[src/rtl/proc_pkg.sv]
// Shared opcode, ALU-op and phase encodings for the 4-bit processor control path.
// Also holds the per-opcode datapath control decode used during EXEC.
package proc_pkg;

  localparam logic [3:0] OP_JC    = 4'b0000;
  localparam logic [3:0] OP_JNC   = 4'b0001;
  localparam logic [3:0] OP_CMPI  = 4'b0010;
  localparam logic [3:0] OP_CMPM  = 4'b0011;
  localparam logic [3:0] OP_LIT   = 4'b0100;
  localparam logic [3:0] OP_IN    = 4'b0101;
  localparam logic [3:0] OP_LD    = 4'b0110;
  localparam logic [3:0] OP_ST    = 4'b0111;
  localparam logic [3:0] OP_JZ    = 4'b1000;
  localparam logic [3:0] OP_JNZ   = 4'b1001;
  localparam logic [3:0] OP_ADDI  = 4'b1010;
  localparam logic [3:0] OP_ADDM  = 4'b1011;
  localparam logic [3:0] OP_JMP   = 4'b1100;
  localparam logic [3:0] OP_OUT   = 4'b1101;
  localparam logic [3:0] OP_NANDI = 4'b1110;
  localparam logic [3:0] OP_NANDM = 4'b1111;

  localparam logic [1:0] ALU_PASS_B = 2'b00;
  localparam logic [1:0] ALU_ADD    = 2'b01;
  localparam logic [1:0] ALU_SUB    = 2'b10;
  localparam logic [1:0] ALU_NAND   = 2'b11;

  typedef enum logic [1:0] {
    PH_IDLE  = 2'b00,
    PH_FETCH = 2'b01,
    PH_EXEC  = 2'b10
  } phase_t;

  typedef struct packed {
    logic [1:0] alu_op;
    logic       src_mem;
    logic       acc_we;
    logic       flags_we;
    logic       mem_we;
    logic       out_we;
    logic       in_sel;
  } ctrl_t;

  // Jumps decode to all-zero here; their PC strobes come from jump_cond.
  function automatic ctrl_t decode_op(input logic [3:0] op);
    ctrl_t c;
    c = '0;
    case (op)
      OP_LIT:   c.acc_we = 1'b1;
      OP_LD:    begin c.acc_we = 1'b1; c.src_mem = 1'b1; end
      OP_IN:    begin c.acc_we = 1'b1; c.in_sel = 1'b1; end
      OP_ST:    c.mem_we = 1'b1;
      OP_OUT:   c.out_we = 1'b1;
      OP_ADDI:  begin c.acc_we = 1'b1; c.flags_we = 1'b1; c.alu_op = ALU_ADD; end
      OP_ADDM:  begin c.acc_we = 1'b1; c.flags_we = 1'b1; c.alu_op = ALU_ADD; c.src_mem = 1'b1; end
      OP_CMPI:  begin c.flags_we = 1'b1; c.alu_op = ALU_SUB; end
      OP_CMPM:  begin c.flags_we = 1'b1; c.alu_op = ALU_SUB; c.src_mem = 1'b1; end
      OP_NANDI: begin c.acc_we = 1'b1; c.alu_op = ALU_NAND; end
      OP_NANDM: begin c.acc_we = 1'b1; c.alu_op = ALU_NAND; c.src_mem = 1'b1; end
      default:  c = '0;
    endcase
    return c;
  endfunction

endpackage

[src/rtl/jump_cond.sv]
// Combinational jump classifier: flags whether instr is a jump and whether it is taken
// given the registered carry/zero flags.
module jump_cond
  import proc_pkg::*;
(
  input  logic [3:0] instr,
  input  logic       c_flag,
  input  logic       z_flag,
  output logic       is_jump,
  output logic       taken
);

  always_comb begin
    is_jump = 1'b1;
    taken   = 1'b0;
    case (instr)
      OP_JC:   taken = c_flag;
      OP_JNC:  taken = ~c_flag;
      OP_JZ:   taken = z_flag;
      OP_JNZ:  taken = ~z_flag;
      OP_JMP:  taken = 1'b1;
      default: is_jump = 1'b0;
    endcase
  end

endmodule

[src/rtl/fetch_exec_sequencer.sv]
// FETCH/EXEC control FSM for the 4-bit processor; strobes are valid for exactly one cycle.
// Optional macro SINGLE_STEP_EN lets a one-cycle step pulse run a single instruction from IDLE.
module fetch_exec_sequencer
  import proc_pkg::*;
#(
  parameter int PC_W  = 12,
  parameter int CNT_W = 16
) (
  input  logic             clk,
  input  logic             reset,
  input  logic             run,
  input  logic             step,
  input  logic [3:0]       instr,
  input  logic [3:0]       oprnd,
  input  logic [7:0]       prog_byte,
  input  logic             c_flag,
  input  logic             z_flag,
  output logic             enable_pc,
  output logic             load_pc,
  output logic [PC_W-1:0]  pc_target,
  output logic             enable_fetch,
  output logic [1:0]       alu_op,
  output logic             src_mem,
  output logic             acc_we,
  output logic             flags_we,
  output logic             mem_we,
  output logic             out_we,
  output logic             in_sel,
  output logic [1:0]       phase,
  output logic [CNT_W-1:0] retired
);

  phase_t           r_state;
  phase_t           w_next;
  logic [CNT_W-1:0] r_retired;
  logic             w_is_jump;
  logic             w_taken;
  logic             w_start;
  ctrl_t            w_ctrl;

  jump_cond u_jump_cond (
    .instr   (instr),
    .c_flag  (c_flag),
    .z_flag  (z_flag),
    .is_jump (w_is_jump),
    .taken   (w_taken)
  );

`ifdef SINGLE_STEP_EN
  assign w_start = run | step;
`else
  logic w_unused_step;
  assign w_unused_step = step;
  assign w_start       = run;
`endif

  always_ff @(posedge clk or negedge reset) begin
    if (!reset) begin
      r_state   <= PH_IDLE;
      r_retired <= '0;
    end else begin
      r_state <= w_next;
      if (r_state == PH_EXEC) r_retired <= r_retired + CNT_W'(1);
    end
  end

  // Outputs decode from the state register, so an async reset clears them in the same cycle.
  always_comb begin
    w_next       = r_state;
    w_ctrl       = '0;
    enable_pc    = 1'b0;
    load_pc      = 1'b0;
    pc_target    = '0;
    enable_fetch = 1'b0;
    case (r_state)
      PH_IDLE: begin
        if (w_start) w_next = PH_FETCH;
      end
      PH_FETCH: begin
        enable_fetch = 1'b1;
        enable_pc    = 1'b1;
        w_next       = PH_EXEC;
      end
      PH_EXEC: begin
        w_ctrl = decode_op(instr);
        if (w_is_jump) begin
          if (w_taken) begin
            load_pc   = 1'b1;
            pc_target = PC_W'({oprnd, prog_byte});
          end else begin
            enable_pc = 1'b1;
          end
        end
        w_next = run ? PH_FETCH : PH_IDLE;
      end
      default: w_next = PH_IDLE;
    endcase
  end

  assign alu_op   = w_ctrl.alu_op;
  assign src_mem  = w_ctrl.src_mem;
  assign acc_we   = w_ctrl.acc_we;
  assign flags_we = w_ctrl.flags_we;
  assign mem_we   = w_ctrl.mem_we;
  assign out_we   = w_ctrl.out_we;
  assign in_sel   = w_ctrl.in_sel;
  assign phase    = r_state;
  assign retired  = r_retired;

endmodule

[config.mk]
export PLATFORM = sky130hd
export DESIGN_NAME = fetch_exec_sequencer
export DESIGN_NICKNAME = d
export VERILOG_FILES = /design/src/rtl/proc_pkg.sv /design/src/rtl/jump_cond.sv /design/src/rtl/fetch_exec_sequencer.sv
export SDC_FILE = /design/constraint.sdc
export NUM_CORES = 1
export LEC_CHECK = 0
export CAP_MARGIN = 0
export CORE_ASPECT_RATIO = 0.75
export CORE_MARGIN = 2
export CORE_UTILIZATION = 27
export DETAILED_ROUTE_END_ITERATION = 7
export PLACE_DENSITY = 0.59
export RECOVER_POWER = 100
export SYNTH_ARGS = -nofsm -noshare
export SYNTH_HDL_FRONTEND = slang
export SYNTH_HIERARCHICAL = 1
export SYNTH_SLANG_ARGS = --single-unit
[constraint.sdc]
create_clock -name clk -period 1.4 [get_ports clk]
set_input_delay 0.21 -clock clk [delete_from_list [all_inputs] [get_ports clk]]
set_output_delay 0.21 -clock clk [all_outputs]
set_load 0.01 [all_outputs]
==> flow_summary_export.csv <==
group,metric,value,unit
timing,period_minus_slack,1.813,ns
placed_design,gp_congestion,0.7645,
timing,rsz0062_at_grt,"true",
timing,drv_slew,0,
setup_path,arrival,1.60,ns
synthesis,syn-num-nets,142,
setup_path,r2r-start,"phase[0]",
timing,fin_skew,0.001618,ns
floorplanning,fp-row-count,19,
synthesis,synthArstFlopShare,1.000,
synthesis,syn_inst,114,
drt,vias,1259,
setup_path,reg2reg_to,"retired[14]",
drt,drtAntennaViolNets,0,
status,status,"complete, but fails checks",
clock_network,path_clk_slew,0.07,ns
timing,fmax,0.5517,GHz
timing,slew_headroom,0.6987,
setup_path,r2r_cells,7,
clock_network,cts_tree,"done",
cells_and_area,layout-drive-gt1-share,0.5628,
hold_path,hold_path_class,"primary input to asynchronous set/reset pin",
drt,wirelength,3984,um
grt,grt_pass1_vias,1271,
clock_network,clock-sinks,18,
timing,setup_viol,34,
synthesis,synth_ff_type,"dfrtp_1",
grt,grt_max_degree,19,
clock_network,hold_buffers,0,
clock_network,clock_tree.buffer_depth,2,
setup_path,start_kind,"primary input",
timing,worst_slew_pin_slew,0.4520,ns
synthesis,synth_area,0.001086,sq mm
clock_network,cts_made_buffers,3,
placed_design,hpwl,2586,um
floorplanning,start_util,0.2891,
setup_path,crit_type,"primary input to output pin",
setup_path,rrSetupSlack,-0.21,ns
drt,vias_per_cell,4.449,
setup_path,end_kind,"output pin",
floorplanning,core_area,0.003756,sq mm
timing,setup_tns,-8.159,ns
cells_and_area,syn2layout_area_growth,129.3,%
synthesis,yosysUniqueCellTypes,26,
clock_network,clockRootBuffer,"clkbuf_8",
floorplanning,die_area,0.004551,sq mm
clock_network,clkLatencyLatePin,0.25,ns
drt,drc_errors,0,
grt,grt_pass1_wl,5844,um
synthesis,yosysWarnings,6,
timing,setup_slack,-0.4126,ns
synthesis,syn_area_per_cell,9.527,sq um
power_and_ir_drop,p_leak,1.222,nW
placed_design,portBuffers,61,
status,failed_checks,"negative setup slack",
floorplanning,die_h,58.93,um
synthesis,seq_area_frac_synth,0.4147,
setup_path,path_max_fanout,4,
timing,finalCritPeriodShare,1.295,
grt,grt.total_usage,0.1648,
drt,drt_iter0_drc,22,
grt,antenna_found_initial,0,
clock_network,h-tree-depth,1,
grt,gr-total-overflow,0,
drt,dr.pass1.iters,2,
power_and_ir_drop,report.power.total,2.640,mW
timing,hold_viol_final,0,
synthesis,synth_edf_count,0,
job,maxCapViolCount,0,
floorplanning,die-width,77.24,um
synthesis,synth_seq_cells,18,
drt,avgRoutedWirePerCell,14.08,um
power_and_ir_drop,power_density,1060,mW/mm^2
power_and_ir_drop,peakVddDrop,0.7978,mV
cells_and_area,fin_nets,260,
floorplanning,pin_count,63,
cells_and_area,antennaDiodeCount,0,
setup_path,required,1.19,ns
-- cells in the mapped netlist (2+ instances only) --
| library cell | instances | area (sq um) |
|---|---|---|
| and3_1 | 5 | 31.28 |
| nor2_1 | 6 | 22.52 |
| nand3_1 | 2 | 10.01 |
| ha_1 | 6 | 75.07 |
| inv_1 | 3 | 11.26 |
| and4_1 | 4 | 35.03 |
| xnor2_1 | 12 | 105.1 |
| nor3_1 | 3 | 15.01 |
| buf_2 | 2 | 10.01 |
| dfrtp_1 | 18 | 450.4 |
| xor2_1 | 4 | 35.03 |
| nand2_1 | 15 | 56.30 |
| and2_1 | 14 | 87.58 |
| nor2b_1 | 2 | 12.51 |
| o21ai_0 | 2 | 10.01 |
| nand2b_1 | 3 | 18.77 |
| nand4_1 | 4 | 25.02 |
-- critical path, cell delays in order --
cell and delay, ns:
buf_8 0.10, nand2b_4 0.13, or3_4 0.33, a31oi_4 0.21, and3_4 0.23, buf_6 0.10
buf_6 0.08, and2_4 0.13, buf_6 0.09
-- how the worst max path moves through the flow --
| stage | startpoint | to | slack (ns) | depth (start not counted) |
|---|---|---|---|---|
| 2_1_floorplan | instr[3] | pc_target[0] | -0.09 | 6 |
| 3_3_place_gp | instr[3] | pc_target[0] | -1.09 | 7 |
| 3_5_place_dp | instr[3] | pc_target[11] | -1.11 | 7 |
| 4_1_cts | instr[3] | pc_target[8] | -0.40 | 9 |
| 5_1_grt | instr[3] | pc_target[8] | -0.44 | 9 |
| 6_report | instr[3] | pc_target[8] | -0.41 | 9 |
-- power breakdown --
| group | switching, mW | leakage (nW) | internal (mW) | total [mW] |
|---|---|---|---|---|
| Combinational | 0.658 | 0.959 | 0.920 | 1.58 |
| Sequential | 0.0639 | 0.240 | 0.615 | 0.679 |
| Clock | 0.181 | 0.0228 | 0.202 | 0.384 |
| Total | 0.903 | 1.22 | 1.74 | 2.64 |
-- repair_timing --
action	in CTS	in global routing
setup endpoints to repair	49	46
gates cloned	1	0
pin swaps	21	20
setup buffers	26	7
gates resized for setup	170	44
-- registers in the layout, summed over array words and instances, names as in the netlist --
name and flops:
retired 16, phase 2
-- final cells by class --
| class | instances | area [sq um] |
|---|---|---|
| Sequential cell | 18 | 451.7 |
| Timing Repair Buffer | 114 | 1041 |
| Multi-Input combinational cell | 92 | 873.3 |
| Fill cell | 315 | 1266 |
| Inverter | 3 | 13.76 |
| Tap cell | 52 | 65.06 |
| Clock buffer | 4 | 45.04 |
-- metal layers --
metal	vias up	wire, um	GRT usage
met1	610	1727	0.2027
met3	6	92	0.03681
met4	0	64	0.05357
li1	623	-	-
met5	-	0	0
met2	20	2100	0.2919
-- placed cells by master (no fill, tap or decap), drive strengths merged --
master and instances:
clkdlybuf4s25 9, ha 6, o21ai 2, xor2 4, dlygate4sd2 8, nor3 3
and4 4, inv 3, buf 76, a21oi 1, and2 14, nand4b 1
dlygate4sd3 1, nand2 15, nor2 6, dfrtp 18, xnor2 12, nor2b 2
clkbuf 9, o21bai 1, or3 1, clkdlybuf4s15 1, nand2b 4, clkdlybuf4s50 14
nand3 2, a31oi 1, mux2 1, o32ai 1, nand4 4, o21a 1
and3 6
-- stage by stage --
stage / cells / cell area, sq um / util / hold WS, ns / setup slack, ns
2_1_floorplan: 114 / 1162 / - / -0.08559 / -0.08626
3_3_place_gp: 251 / 2011 / 0.5353 / 0.4551 / -1.090
3_5_place_dp: 251 / 2011 / 0.5353 / 0.4587 / -1.113
4_1_cts: 279 / 2340 / 0.6229 / 0.2832 / -0.4025
5_1_grt: 283 / 2490 / 0.6629 / 0.4927 / -0.4385
6_report: 283 / 2490 / 0.6629 / 0.4224 / -0.4126
-- kinds of logic (layout without fill, tap and decap cells) --
kind of cell | after synthesis | after routing | synth area share
simple gates | 61 | 62 | 0.3157
flops | 18 | 18 | 0.4147
xor+xnor | 16 | 16 | 0.1290
compound gates | 7 | 7 | 0.04148
fa+ha+maj | 6 | 6 | 0.06912
buf+inv | 5 | 121 | 0.01958
mux | 1 | 1 | 0.01037
Power figures use the tool's default switching activity.
